### src/rtl/flash_pkg.sv
// Shared types and constants for the SPI flash arbiter and its round-robin picker.
package flash_pkg;

   typedef enum logic [2:0] {
      IDLE,
      BUS,
      DONE,
      GAP,
      BACKOFF
   } arb_state_e;

   typedef struct packed {
      logic [23:0] adr;
      logic [31:0] dat;
      logic        we;
      logic        tga;
   } flash_req_t;

   // The flash needs at least this many stb-low cycles to fall back to its idle state.
   localparam int MIN_GAP = 6;

endpackage

### src/rtl/flash_rr_pick.sv
// Combinational round-robin selector. ptr is the requester that has top priority this
// cycle; the search wraps from ptr up to N_REQ-1 and then from 0 up to ptr-1.
module flash_rr_pick #(
   parameter int N_REQ = 2,
   parameter int IW    = $clog2(N_REQ)
) (
   input  logic [N_REQ-1:0] req,
   input  logic [IW-1:0]    ptr,
   output logic [N_REQ-1:0] grant,
   output logic [IW-1:0]    idx,
   output logic             valid
);

   logic [N_REQ-1:0] rot;
   logic [N_REQ-1:0] rot_hot;
   logic [IW:0]      rot_idx;
   logic [IW:0]      sum;

   // Rotate so ptr sits at bit 0, take the lowest set bit, then rotate the one-hot back.
   always_comb begin
      rot     = N_REQ'({req, req} >> ptr);
      rot_hot = '0;
      rot_idx = '0;
      valid   = 1'b0;
      for (int i = 0; i < N_REQ; i++) begin
         if (!valid && rot[i]) begin
            valid      = 1'b1;
            rot_hot[i] = 1'b1;
            rot_idx    = (IW+1)'(i);
         end
      end
      grant = N_REQ'(({rot_hot, rot_hot} << ptr) >> N_REQ);
      sum   = rot_idx + {1'b0, ptr};
      if (sum >= (IW+1)'(N_REQ)) begin
         sum = sum - (IW+1)'(N_REQ);
      end
      idx = IW'(sum);
   end

endmodule

### src/rtl/flash_arbiter.sv
// Shares one spi_flash port between N_REQ requesters. Round-robin grant, automatic
// reissue after flash busy (rty), per-attempt watchdog, and a guaranteed stb-low gap
// after every transaction so the flash returns to its idle state.
module flash_arbiter
   import flash_pkg::*;
#(
   parameter int N_REQ          = 2,
   parameter int GAP_CYCLES     = 16,
   parameter int RETRY_DLY      = 4096,
   parameter int MAX_RETRY      = 8,
   parameter int TIMEOUT_CYCLES = 150_000_000
) (
   input  logic                clk_i,
   input  logic                rst_i,
   input  logic [N_REQ-1:0]    req_stb_i,
   input  logic [N_REQ-1:0]    req_we_i,
   input  logic [N_REQ-1:0]    req_tga_i,
   input  logic [N_REQ*24-1:0] req_adr_i,
   input  logic [N_REQ*32-1:0] req_dat_i,
   output logic [N_REQ-1:0]    req_ack_o,
   output logic [N_REQ-1:0]    req_err_o,
   output logic [31:0]         req_dat_o,
   output logic [23:0]         adr_o,
   output logic [31:0]         dat_o,
   output logic                we_o,
   output logic                tga_o,
   output logic                stb_o,
   input  logic [31:0]         dat_i,
   input  logic                ack_i,
   input  logic                rty_i
);

   localparam int IW    = $clog2(N_REQ);
   localparam int WD_W  = $clog2(TIMEOUT_CYCLES + 1);
   localparam int DLY_W = $clog2(RETRY_DLY + 1);
   localparam int RC_W  = $clog2(MAX_RETRY + 1);

   localparam logic [WD_W-1:0]  WD_LAST  = WD_W'(TIMEOUT_CYCLES - 1);
   localparam logic [DLY_W-1:0] GAP_LAST = DLY_W'(GAP_CYCLES - 1);
   localparam logic [DLY_W-1:0] BO_LAST  = DLY_W'(RETRY_DLY - 1);
   localparam logic [RC_W-1:0]  RC_LAST  = RC_W'(MAX_RETRY - 1);
   localparam logic [IW-1:0]    IDX_LAST = IW'(N_REQ - 1);

   // Reject parameter sets that would cut the flash idle gap short.
   if (!(RETRY_DLY >= GAP_CYCLES && GAP_CYCLES >= MIN_GAP)) begin : g_bad_timing
      $error("flash_arbiter: RETRY_DLY >= GAP_CYCLES >= MIN_GAP is required");
   end
   if (N_REQ < 2 || N_REQ > 8) begin : g_bad_nreq
      $error("flash_arbiter: N_REQ must be in 2..8");
   end

   arb_state_e       state;
   arb_state_e       state_next;
   logic [IW-1:0]    ptr;
   logic [N_REQ-1:0] gnt_hot;
   flash_req_t       cur;
   logic [RC_W-1:0]  retry_cnt;
   logic [WD_W-1:0]  wd_cnt;
   logic [DLY_W-1:0] dly_cnt;
   logic             abandoned;
   logic             err_pend;
   logic             bus_err;
   logic             req_live;

   logic [N_REQ-1:0] pick_grant;
   logic [IW-1:0]    pick_idx;
   logic             pick_valid;
   flash_req_t       pick_req;

   flash_rr_pick #(
      .N_REQ (N_REQ),
      .IW    (IW)
   ) u_pick (
      .req   (req_stb_i),
      .ptr   (ptr),
      .grant (pick_grant),
      .idx   (pick_idx),
      .valid (pick_valid)
   );

   assign req_live = |(req_stb_i & gnt_hot);

   // Gather the winning requester's command fields out of the packed input buses.
   always_comb begin
      pick_req = '0;
      for (int k = 0; k < N_REQ; k++) begin
         if (pick_grant[k]) begin
            pick_req.adr = req_adr_i[24*k +: 24];
            pick_req.dat = req_dat_i[32*k +: 32];
            pick_req.we  = req_we_i[k];
            pick_req.tga = req_tga_i[k];
         end
      end
   end

   // Next-state logic; ack beats a simultaneous rty, and an err always routes through GAP.
   always_comb begin
      state_next = state;
      bus_err    = 1'b0;
      case (state)
         IDLE: begin
            if (pick_valid) begin
               state_next = BUS;
            end
         end
         BUS: begin
            if (ack_i) begin
               state_next = DONE;
            end else if (rty_i) begin
               if (retry_cnt == RC_LAST) begin
                  bus_err    = 1'b1;
                  state_next = GAP;
               end else begin
                  state_next = BACKOFF;
               end
            end else if (wd_cnt == WD_LAST) begin
               bus_err    = 1'b1;
               state_next = GAP;
            end
         end
         DONE: begin
            state_next = GAP;
         end
         GAP: begin
            if (dly_cnt == GAP_LAST) begin
               state_next = IDLE;
            end
         end
         BACKOFF: begin
            if (dly_cnt == BO_LAST) begin
               state_next = BUS;
            end
         end
         default: begin
            state_next = IDLE;
         end
      endcase
   end

   // State register plus the latched request, counters and abandon/err bookkeeping.
   always_ff @(posedge clk_i) begin
      if (rst_i) begin
         state     <= IDLE;
         ptr       <= '0;
         gnt_hot   <= '0;
         cur       <= '0;
         retry_cnt <= '0;
         wd_cnt    <= '0;
         dly_cnt   <= '0;
         abandoned <= 1'b0;
         err_pend  <= 1'b0;
         req_dat_o <= '0;
      end else begin
         state <= state_next;
         case (state)
            IDLE: begin
               if (pick_valid) begin
                  cur       <= pick_req;
                  gnt_hot   <= pick_grant;
                  ptr       <= (pick_idx == IDX_LAST) ? '0 : pick_idx + 1'b1;
                  retry_cnt <= '0;
                  wd_cnt    <= '0;
                  dly_cnt   <= '0;
                  abandoned <= 1'b0;
                  err_pend  <= 1'b0;
               end
            end
            BUS: begin
               if (wd_cnt != '1) begin
                  wd_cnt <= wd_cnt + 1'b1;
               end
               if (!req_live) begin
                  abandoned <= 1'b1;
               end
               if (ack_i) begin
                  req_dat_o <= dat_i;
               end else if (rty_i && retry_cnt != '1) begin
                  retry_cnt <= retry_cnt + 1'b1;
               end
               dly_cnt  <= '0;
               err_pend <= bus_err;
            end
            DONE: begin
               dly_cnt <= DLY_W'(1);
            end
            GAP: begin
               if (dly_cnt != '1) begin
                  dly_cnt <= dly_cnt + 1'b1;
               end
               err_pend <= 1'b0;
            end
            BACKOFF: begin
               if (dly_cnt != '1) begin
                  dly_cnt <= dly_cnt + 1'b1;
               end
               wd_cnt <= '0;
               if (!req_live) begin
                  abandoned <= 1'b1;
               end
            end
            default: begin
            end
         endcase
      end
   end

   assign stb_o     = (state == BUS);
   assign adr_o     = cur.adr;
   assign dat_o     = cur.dat;
   assign we_o      = cur.we;
   assign tga_o     = cur.tga;
   assign req_ack_o = (state == DONE && !abandoned) ? gnt_hot : '0;
   assign req_err_o = (state == GAP && err_pend && !abandoned) ? gnt_hot : '0;

endmodule

### config.mk
export PLATFORM = sky130hd
export DESIGN_NAME = flash_arbiter
export DESIGN_NICKNAME = d
export VERILOG_FILES = /design/src/rtl/flash_pkg.sv /design/src/rtl/flash_rr_pick.sv /design/src/rtl/flash_arbiter.sv
export SDC_FILE = /design/constraint.sdc
export NUM_CORES = 1
export LEC_CHECK = 0
export CAP_MARGIN = 40
export CORE_MARGIN = 2
export CORE_UTILIZATION = 44
export DETAILED_ROUTE_END_ITERATION = 10
export GPL_TIMING_DRIVEN = 0
export PLACE_DENSITY = 0.83
export SLEW_MARGIN = 20
export SYNTH_ARGS = -nofsm -noshare
export SYNTH_HDL_FRONTEND = slang
export SYNTH_SLANG_ARGS = --single-unit
### constraint.sdc
create_clock -name clk_i -period 3.3 [get_ports clk_i]
set_clock_uncertainty 0.2 [all_clocks]
set_input_delay 0.66 -clock clk_i [delete_from_list [all_inputs] [get_ports clk_i]]
set_output_delay 0.66 -clock clk_i [all_outputs]
set_load 0.01 [all_outputs]
==> results of run 1 <==
[metal layers]
metal | part of all wire | track usage | vias up
met5 | 0 | 0 | -
met4 | 0.024 | 0.08460 | 0
met3 | 0.080 | 0.08204 | 44
met2 | 0.48 | 0.4436 | 310
met1 | 0.41 | 0.3174 | 3255
li1 | - | - | 3438
[flip-flops by register name (all words and copies together) (netlist names)]
signal,cells
abandoned,1
adr_o,24
dat_o,32
dly_cnt,13
err_pend,1
gnt_hot,2
ptr,1
req_dat_o,32
retry_cnt,4
state,3
tga_o,1
wd_cnt,28
we_o,1
[area by class of cell]
type                            count  share of cell area
Tap cell                          184             0.02362
Clock inverter                     13             0.01913
Multi-Input combinational cell    583              0.3341
Clock buffer                       19             0.04648
Inverter                            8            0.003081
Sequential cell                   143              0.2937
Buffer                             58             0.02568
Timing Repair Buffer              248              0.2542
[synthesized netlist by cell type (3+ instances only)]
library cell / instances
buf_2: 7
a221oi_1: 39
dfxtp_1: 143
or4_1: 10
xnor2_1: 3
nand2b_1: 3
mux2i_1: 4
nand4_1: 16
nor4b_1: 3
a31oi_1: 13
a21o_1: 6
o21ai_0: 30
and2_1: 5
and3_1: 6
a22o_1: 4
nand3_1: 34
nand2_1: 125
nor4_1: 9
inv_1: 8
clkbuf_1: 45
nor2b_1: 5
a31o_2: 3
o21ai_1: 3
xor2_1: 3
or3_1: 5
nor2_1: 78
a22oi_1: 21
ha_1: 3
o211ai_1: 3
nor3_1: 49
a21oi_1: 61
[per-stage QoR]
| stage | util | std cells | setup WS, ns | power, mW | area (µm²) |
|---|---|---|---|---|---|
| final | 0.6782 | 1256 | 0.2658 | 5.298 | 9746 |
| after global routing | 0.6782 | 1256 | 0.1407 | 5.546 | 9746 |
| after CTS | 0.6778 | 1255 | 0.1787 | 5.325 | 9739 |
| after detailed placement | 0.6333 | 1223 | 0.1115 | 3.274 | 9100 |
| after global placement | 0.6333 | 1223 | 0.08997 | 3.258 | 9100 |
| after floorplan | - | 792 | 0.9624 | 2.614 | 6397 |
[worst max-delay path: stages, from the launching register on]
cell	delay, ns
dfxtp_1	0.30
buf_4	0.14
clkbuf_1	0.38
nand3b_1	0.19
nor2_1	0.14
clkdlybuf4s50_1	0.60
[power by group through the flow]
stage / Clock [mW] / Sequential [mW] / Combinational, mW
6_report: 2.04 / 1.98 / 1.27
3_3_place_gp: 0 / 2.01 / 1.25
2_1_floorplan: 0 / 2.07 / 0.540
5_1_grt: 2.16 / 2.00 / 1.39
4_1_cts: 2.07 / 1.98 / 1.27
3_5_place_dp: 0 / 2.01 / 1.26
[repair_timing]
item                       in CTS  in global routing
gates resized for setup         0                  2
setup endpoints to repair       0                  2
hold buffers                    0                  0
[cell families (layout without fill, tap and decap cells)]
| kind of cell | Yosys count | count (layout) | synth area share |
|---|---|---|---|
| AOI/OAI and AO/OA | 201 | 201 | 0.2114 |
| buffers and inverters | 66 | 346 | 0.04361 |
| DFF | 143 | 143 | 0.4475 |
| and+or+nand+nor | 367 | 367 | 0.2736 |
| muxes | 6 | 6 | 0.009779 |
| xor gates and xnor gates | 6 | 6 | 0.008216 |
| adders and majority gates | 3 | 3 | 0.005868 |
[worst max path at each step]
stage	start	cells past startpoint	slack, ns	end
final	state[0]	5	0.27	req_err_o[0]
after global routing	state[1]	5	0.14	req_ack_o[0]
after CTS	state[1]	5	0.18	req_ack_o[1]
after detailed placement	req_stb_i[0]	8	0.11	adr_o[14]
after global placement	req_stb_i[0]	8	0.09	adr_o[14]
after floorplan	dly_cnt[0]	6	0.96	dly_cnt[0]
[layout by cell type (no fill, tap or decap), drive strengths merged, types with 5 or more instances in the layout]
master	Yosys	final
buf	13	13
clkdlybuf4s50	0	247
inv	8	9
nor4	10	10
a221oi	39	39
or4	11	11
nor2b	5	5
nor3	49	49
or3	5	5
nor2	78	78
nand2	126	126
a21oi	61	61
dfxtp	143	143
nand4	16	16
and2	6	6
clkbuf	45	65
o31ai	5	5
a21o	6	6
o21ai	34	34
a22oi	21	21
nand3	35	35
a31oi	13	13
and3	6	6
==> impl_metrics.yaml, run 1 <==
status:
  status: "finished, final reports clean"
job:
  drv_cap: 0
timing:
  fin_setup_tns_ns: 0
  hold_viol_final: 0
  worst_pin_slew_ns: 0.7249
  finalMaxSlewViolations: 0
  max_freq_mhz: 329.6
  whs_ns: 0.2345
  rsz0062_at_grt: "false"
  final-setup-viol-count: 0
  slew_headroom: 0.5130
  period_needed_ns: 3.034
  fin_crit_sh: 0.9194
route:
  drt-initial-drc-count: 430
  drc_errors: 0
  wl_per_cell_um: 16.14
  vias_per_cell: 5.611
  wirelength_mm: 20.27
  first_pass_iters: 6
  vias: 7047
  drtAntennaViolNets: 0
global_routing:
  grt_util_all_layers: 0.2623
  grt_pass1_vias: 6633
  grt.overflow.total: 0
  grt_pass1_wl_mm: 33.31
  grt_start_max_net_pins: 17
  antenna_found_initial: 0
pwr:
  power.share.clock: 0.386
  swShare: 0.2768
  p_seq_frac: 0.374
  p_comb_frac: 0.240
  switchingPower_mw: 1.467
  power.density_mw_per_mm2: 543.6
  ir_drop_v: 0.0003771
  power_leakage_nw: 3.499
  intPower_mw: 3.831
synthesis:
  synthesis.instances: 792
  syn-num-nets: 949
  synth_top_area_share: 0.4475
  synth_enable_flop_cells: 0
  syn_avg_cell_area_um2: 8.078
  yosysUniqueCellTypes: 65
  yosys.area.top_type: "dfxtp_1"
  ys.flop_type: "dfxtp_1"
  synth_warnings: 0
  yosysSeqAreaShare: 0.4475
  async_reset_ff_frac: 0
  synth_seq_cells: 143
  syn_area_mm2: 0.006397
  synth_top_cells_by_area: "dfxtp_1, nand2_1, a221oi_1"
die:
  die_w_um: 124.6
  rows: 44
  core_mm2: 0.01437
  die_area_mm2: 0.01552
  die-height_um: 124.6
  start_util: 0.4452
  ios: 249
setup_path:
  r2r_start: "state[0]"
  path_class: "flop to primary output"
  cp-start-kind: "flop"
  end_kind: "primary output"
  worst-r2r-cell-count: 8
  crit_fanout: 10
  critPathArrivalTime_ns: 2.17
  worstPathRequired_ns: 2.44
  r2r-end: "wd_cnt[18]"
  reg2reg_slack_ns: 0.56
cts:
  clockBufferDepth: 2
  clkTransAtPathRegs_ns: 0.06
  clock-root-buffer: "clkbuf_16"
  insertion_delay_ns: 0.43
  numClockSinks: 143
  cts-htree-levels: 4
  cts_tree: "built"
  cts_buffers: 17
  postCtsSetupBuffers: 0
placed_design:
  hpwl_mm: 15.18
  port_buffers: 247
  gp_congestion: 0.8993
layout:
  multi_input_area_mm2: 0.003256
  area_growth_pct: 52.34
  n_antenna_cell: 0
  regArea_mm2: 0.002863
  finalNetCount: 1216
  drive_gt1_frac: 0.05970
  fill_cells: 1172
min_path:
  whs_endpoint: "adr_o[21]"
  holdCritPathClass: "flop to flop"
  whs_path_depth: 2
  min_from: "adr_o[21]"
No activity file was read; power rests on OpenSTA's default activity.
==> inputs of run 2 (changes only) <==
--- a/config.mk
+++ b/config.mk
@@ -10,7 +10,7 @@
 export CORE_UTILIZATION = 44
 export DETAILED_ROUTE_END_ITERATION = 10
 export GPL_TIMING_DRIVEN = 0
-export PLACE_DENSITY = 0.83
+export PLACE_DENSITY = 0.81
 export SLEW_MARGIN = 20
 export SYNTH_ARGS = -nofsm -noshare
 export SYNTH_HDL_FRONTEND = slang
==> run 2 against run 1 <==
Compared with the run above: setup slack better by 0.0015 ns; sequential power barely moved; hold slack gained 0.0026 ns; total power increased by 0.97%; cell area is essentially flat; critical path depth stayed put; register-to-register slack lost 0.03 ns; critical path type unchanged; largest power group unchanged.
==> impl_metrics.yaml, run 2 (synthesized netlist as in run 1, its figures left out) <==
cts:
  insertion_delay_ns: 0.42
  clock-root-buffer: "clkbuf_16"
  clockBufferDepth: 2
  cts_tree: "built"
  postCtsSetupBuffers: 0
  cts-htree-levels: 4
  clkTransAtPathRegs_ns: 0.06
  cts_buffers: 17
  numClockSinks: 143
  holdBufCountCts: 0
  postCtsResizedCells: 0
pwr:
  power_leakage_nw: 3.513
  ir_drop_v: 0.0003709
  power_mw: 5.349
  power.density_mw_per_mm2: 548.7
global_routing:
  grt_util_all_layers: 0.2660
  grt_pass1_wl_mm: 33.51
  grt_pass1_vias: 6788
  grt.overflow.total: 0
  antenna_found_initial: 0
  grt_start_max_net_pins: 17
setup_path:
  critPathArrivalTime_ns: 2.17
  crit_fanout: 10
  r2r_start: "state[0]"
  path_class: "flop to primary output"
  worst-r2r-cell-count: 8
  worstPathRequired_ns: 2.44
  reg2reg_slack_ns: 0.53
  r2r-end: "wd_cnt[24]"
  cp-start-kind: "flop"
  end_kind: "primary output"
layout:
  final_area_mm2: 0.009749
  final_cell_mix: "clkdlybuf4s50_1, dfxtp_1, nand2_1"
  final_common_cell: "clkdlybuf4s50_1"
  area_growth_pct: 52.40
  n_antenna_cell: 0
  finalNetCount: 1216
  drive_gt1_frac: 0.05701
route:
  drtAntennaViolNets: 0
  wl_per_cell_um: 16.57
  first_pass_iters: 5
  drc_errors: 0
  vias: 6996
  vias_per_cell: 5.579
  drt-initial-drc-count: 346
  wirelength_mm: 20.78
min_path:
  whs_path_depth: 2
  whs_endpoint: "adr_o[6]"
  holdCritPathClass: "flop to flop"
  min_from: "adr_o[6]"
die:
  die_area_mm2: 0.01552
  ios: 249
  start_util: 0.4452
  core_mm2: 0.01437
  die_w_um: 124.6
  die-height_um: 124.6
  rows: 44
timing:
  slew_headroom: 0.4609
  worst_pin_slew_ns: 0.8024
  rsz0062_at_grt: "false"
  fin_setup_tns_ns: 0
  max_freq_mhz: 329.7
  finalMaxSlewViolations: 0
  hold_viol_final: 0
  fin_crit_sh: 0.9190
  period_needed_ns: 3.033
  fin_ws_ns: 0.2673
  final-setup-viol-count: 0
placed_design:
  pre_cts_ws_ns: 0.06542
  gp_congestion: 0.8692
  hpwl_mm: 15.53
  place_area_mm2: 0.009100
  port_buffers: 247
job:
  drv_cap: 0
status:
  status: "finished, final reports clean"
==> run 2: final cells by class <==
class	instances	area [µm²]
plain buffers	58	250.2
repair buffers	248	2477
well taps	184	230.2
inverters	8	30.03
clock buffers	20	456.7
flip-flops and latches	143	2863
fillers	1184	4619
multi-input cells	583	3256
clock inverters	10	186.4
==> run 2: how the worst max path moves through the flow <==
| stage | slack [ns] | cells after the start | endpoint | start |
|---|---|---|---|---|
| 2_1_floorplan | 0.96 | 6 | dly_cnt[0] | dly_cnt[0] |
| 5_1_grt | 0.14 | 5 | req_err_o[1] | state[0] |
| 4_1_cts | 0.18 | 5 | req_ack_o[1] | state[1] |
| 6_report | 0.27 | 5 | req_err_o[1] | state[0] |
| 3_5_place_dp | 0.07 | 8 | adr_o[11] | req_stb_i[0] |
| 3_3_place_gp | 0.1 | 8 | adr_o[12] | req_stb_i[0] |
==> run 2: through the flow <==
step / instances / utilization / hold slack, ns
2_1_floorplan: 792 / - / 0.2438
3_3_place_gp: 1223 / 0.6333 / 0.2239
3_5_place_dp: 1223 / 0.6333 / 0.2307
4_1_cts: 1253 / 0.6781 / 0.2389
5_1_grt: 1254 / 0.6785 / 0.2542
6_report: 1254 / 0.6785 / 0.2371
==> run 2: metal layers <==
metal  GRT usage  vias up  routed length [µm]
met5           0        -                   0
met4      0.1315        0                 748
met3     0.08978       52                1825
met2      0.4442      300                9827
met1      0.3039     3218                8373
li1            -     3426                   -
==> run 2: worst max-delay path, cell delays in order (launching register included) <==
cell and delay [ns]:
dfxtp_1 0.31, buf_4 0.14, clkbuf_1 0.36, nand3b_1 0.19, nor2_1 0.15, clkdlybuf4s50_1 0.61
==> run 2: power breakdown <==
group	switching [mW]	leakage, nW	internal (mW)
Combinational	0.634	2.03	0.637
Sequential	0.0905	1.17	1.89
Clock	0.724	0.316	1.37
==> inputs of run 3 (changes only) <==
--- a/config.mk
+++ b/config.mk
@@ -5,12 +5,13 @@
 export SDC_FILE = /design/constraint.sdc
 export NUM_CORES = 1
 export LEC_CHECK = 0
+export ABC_AREA = 1
 export CAP_MARGIN = 40
 export CORE_MARGIN = 2
-export CORE_UTILIZATION = 44
+export CORE_UTILIZATION = 41
 export DETAILED_ROUTE_END_ITERATION = 10
 export GPL_TIMING_DRIVEN = 0
-export PLACE_DENSITY = 0.81
+export PLACE_DENSITY = 0.77
 export SLEW_MARGIN = 20
 export SYNTH_ARGS = -nofsm -noshare
 export SYNTH_HDL_FRONTEND = slang
==> constraint.sdc (replaced) <==
create_clock -name clk_i -period 2.7 [get_ports clk_i]
set_clock_uncertainty 0.2 [all_clocks]
set_input_delay 0.54 -clock clk_i [delete_from_list [all_inputs] [get_ports clk_i]]
set_output_delay 0.54 -clock clk_i [all_outputs]
set_load 0.01 [all_outputs]
==> run 3 against run 2 <==
Compared with the run above: non-clock buffer count decreased by 3; first-iteration DRC count increased by 66%; largest cell class unchanged; via count increased by 15%; setup slack got worse by 0.13 ns; core utilization decreased by 5.7 points.
==> impl_metrics.yaml, run 3 <==
status:
  status: "finished, final reports clean"
pwr:
  power.share.clock: 0.267
  power_leakage_nw: 4.019
  swShare: 0.3834
  p_comb_frac: 0.415
  power.density_mw_per_mm2: 892.8
  intPower_mw: 5.718
  switchingPower_mw: 3.555
  power_mw: 9.273
  p_seq_frac: 0.318
  ir_drop_v: 0.0008063
layout:
  final_area_mm2: 0.01039
  final_core_util: 0.6219
  area_growth_pct: 47.70
  drive_gt1_frac: 0.06936
  final_common_cell: "clkdlybuf4s50_1"
  fin_cells: 1533
  final_cell_mix: "clkdlybuf4s50_1, nand2_1, nand3_1"
  fill_cells: 1488
  finalNetCount: 1456
cts:
  cts_buffers: 17
  postCtsResizedCells: 2
  insertion_delay_ns: 0.43
  cts-htree-levels: 4
  clkTransAtPathRegs_ns: 0.07
  postCtsSetupBuffers: 0
  cts_tree: "built"
  numClockSinks: 143
  holdBufCountCts: 0
  clockBufferDepth: 2
  clock-root-buffer: "clkbuf_16"
setup_path:
  worst_path_largest_cell_delay_ns: 0.55
  crit_chain: "nor2_4 -> nand2_2 -> clkinv_2 -> clkdlybuf4s50_1"
  reg2reg_slack_ns: 0.46
  critPathCapture: "stb_o"
  cp.depth: 4
  worstPathRequired_ns: 1.96
  cp_num_buf_inv: 2
  path_class: "flop to primary output"
  startpoint: "state[2]"
  slowest_stage: "clkdlybuf4s50_1"
  cp-start-kind: "flop"
  worst-r2r-cell-count: 10
  path_delay_family: "buffers and inverters"
  critPathArrivalTime_ns: 1.82
  crit_fanout: 15
  r2r-end: "wd_cnt[6]"
  end_kind: "primary output"
  r2r_start: "wd_cnt[1]"
synthesis:
  synthTopCellsByCount: "nand2_1, nand3_1, nor2_1, dfxtp_1, o21ai_0"
  synth_top_cells_by_area: "dfxtp_1, nand3_1, nand2_1"
  synth_top_area_share: 0.4071
  syn_area_mm2: 0.007032
  yosys.area.top_type: "dfxtp_1"
  yosysMostFrequentCell: "nand2_1"
  async_reset_ff_frac: 0
  syn-num-nets: 1193
  synth_seq_cells: 143
  synthesis.instances: 1036
  yosysUniqueCellTypes: 34
  syn_avg_cell_area_um2: 6.787
  yosysSeqAreaShare: 0.4071
  ys.flop_type: "dfxtp_1"
  synth_warnings: 0
  synth_enable_flop_cells: 0
route:
  vias: 8079
  wirelength_mm: 24.93
  first_pass_iters: 5
  drtAntennaViolNets: 0
  wl_per_cell_um: 16.26
  drt-initial-drc-count: 575
  vias_per_cell: 5.270
  drc_errors: 0
die:
  core_mm2: 0.01670
  die-height_um: 135.0
  start_util: 0.4210
  die_w_um: 135.0
  ios: 249
  rows: 47
  die_area_mm2: 0.01821
global_routing:
  grt_pass1_vias: 7691
  grt_pass1_wl_mm: 39.10
  grt_util_all_layers: 0.2705
  antenna_found_initial: 1
  grt_start_max_net_pins: 17
  grt.overflow.total: 0
timing:
  rsz0062_at_grt: "false"
  period_needed_ns: 2.565
  worst_pin_slew_ns: 0.6738
  max_freq_mhz: 389.9
  fin_crit_sh: 0.9498
  slew_headroom: 0.5508
  finalMaxSlewViolations: 0
  whs_ns: 0.2074
  fin_ws_ns: 0.1355
  final-setup-viol-count: 0
  hold_viol_final: 0
  fin_setup_tns_ns: 0
min_path:
  holdCritPathClass: "primary input to flop"
  min_from: "rst_i"
placed_design:
  dp_cells: 1501
  port_buffers: 245
  place_area_mm2: 0.009759
  gp_congestion: 0.9225
  hpwl_mm: 18.78
  pre_cts_ws_ns: 0.08694
job:
  drv_cap: 0
run 3: changes by cell type in the layout (fill, tap and decap cells not counted), sizes merged, moves of 33 or more:
| cell | change |
|---|---|
| a221oi | -39 |
| o21ai | +60 |
| nor2 | +85 |
| nand2 | +77 |
| nor3 | -33 |
| nand3 | +132 |
| inv | +72 |
| a31oi | +37 |
run 3: logic make-up after synthesis:
kind of cell             synth area share
AO/OA/AOI/OAI                      0.1443
XOR/XNOR                         0.004983
buffers and inverters             0.07883
flip-flops                         0.4071
AND/OR/NAND/NOR                    0.3594
adder cells (fa/ha/maj)          0.005339
run 3: worst register-to-register path, cell delays in order, from the launching register on:
cell and delay (ns):
dfxtp_1 0.36, ha_1 0.22, nand2_1 0.12, nor2_4 0.24, nand2_2 0.16, nor2_4 0.17, nand3_2 0.12, nand2_4 0.15
buf_6 0.17, nor2_1 0.05, o21a_1 0.16
run 3: how the worst min path moves through the flow:
stage | endpoint | depth (start not counted)
6_report | adr_o[8] | 2
5_1_grt | adr_o[8] | 2
4_1_cts | adr_o[8] | 2
3_5_place_dp | adr_o[4] | 2
3_3_place_gp | adr_o[14] | 2
2_1_floorplan | err_pend | 2
run 3: layout make-up:
class	instances	area, µm²	share of cell area
diodes	1	2.502	0.0002409
plain buffers	58	269.0	0.02590
clock buffers	17	425.4	0.04096
clock inverters	15	197.7	0.01903
inverters	75	282.8	0.02723
multi-input cells	759	3615	0.3480
flip-flops and latches	143	2864	0.2758
well taps	220	275.3	0.02650
repair buffers	245	2455	0.2364
run 3: metal layers:
layer,vias up,part of all wire,track usage,routed length (µm)
li1,4012,-,-,-
met1,3699,0.39,0.3166,9827
met2,317,0.50,0.4647,12440
met3,51,0.080,0.09234,1999
met4,0,0.027,0.08796,669
met5,-,0,0,0
run 3: power by group through the flow:
stage	Sequential (mW)	Clock, mW	Combinational [mW]
after CTS	2.93	2.49	3.84
final	2.94	2.48	3.85
after floorplan	3.14	0	1.82
after global routing	3.00	2.59	4.19
after global placement	2.95	0	3.81
after detailed placement	2.96	0	3.82
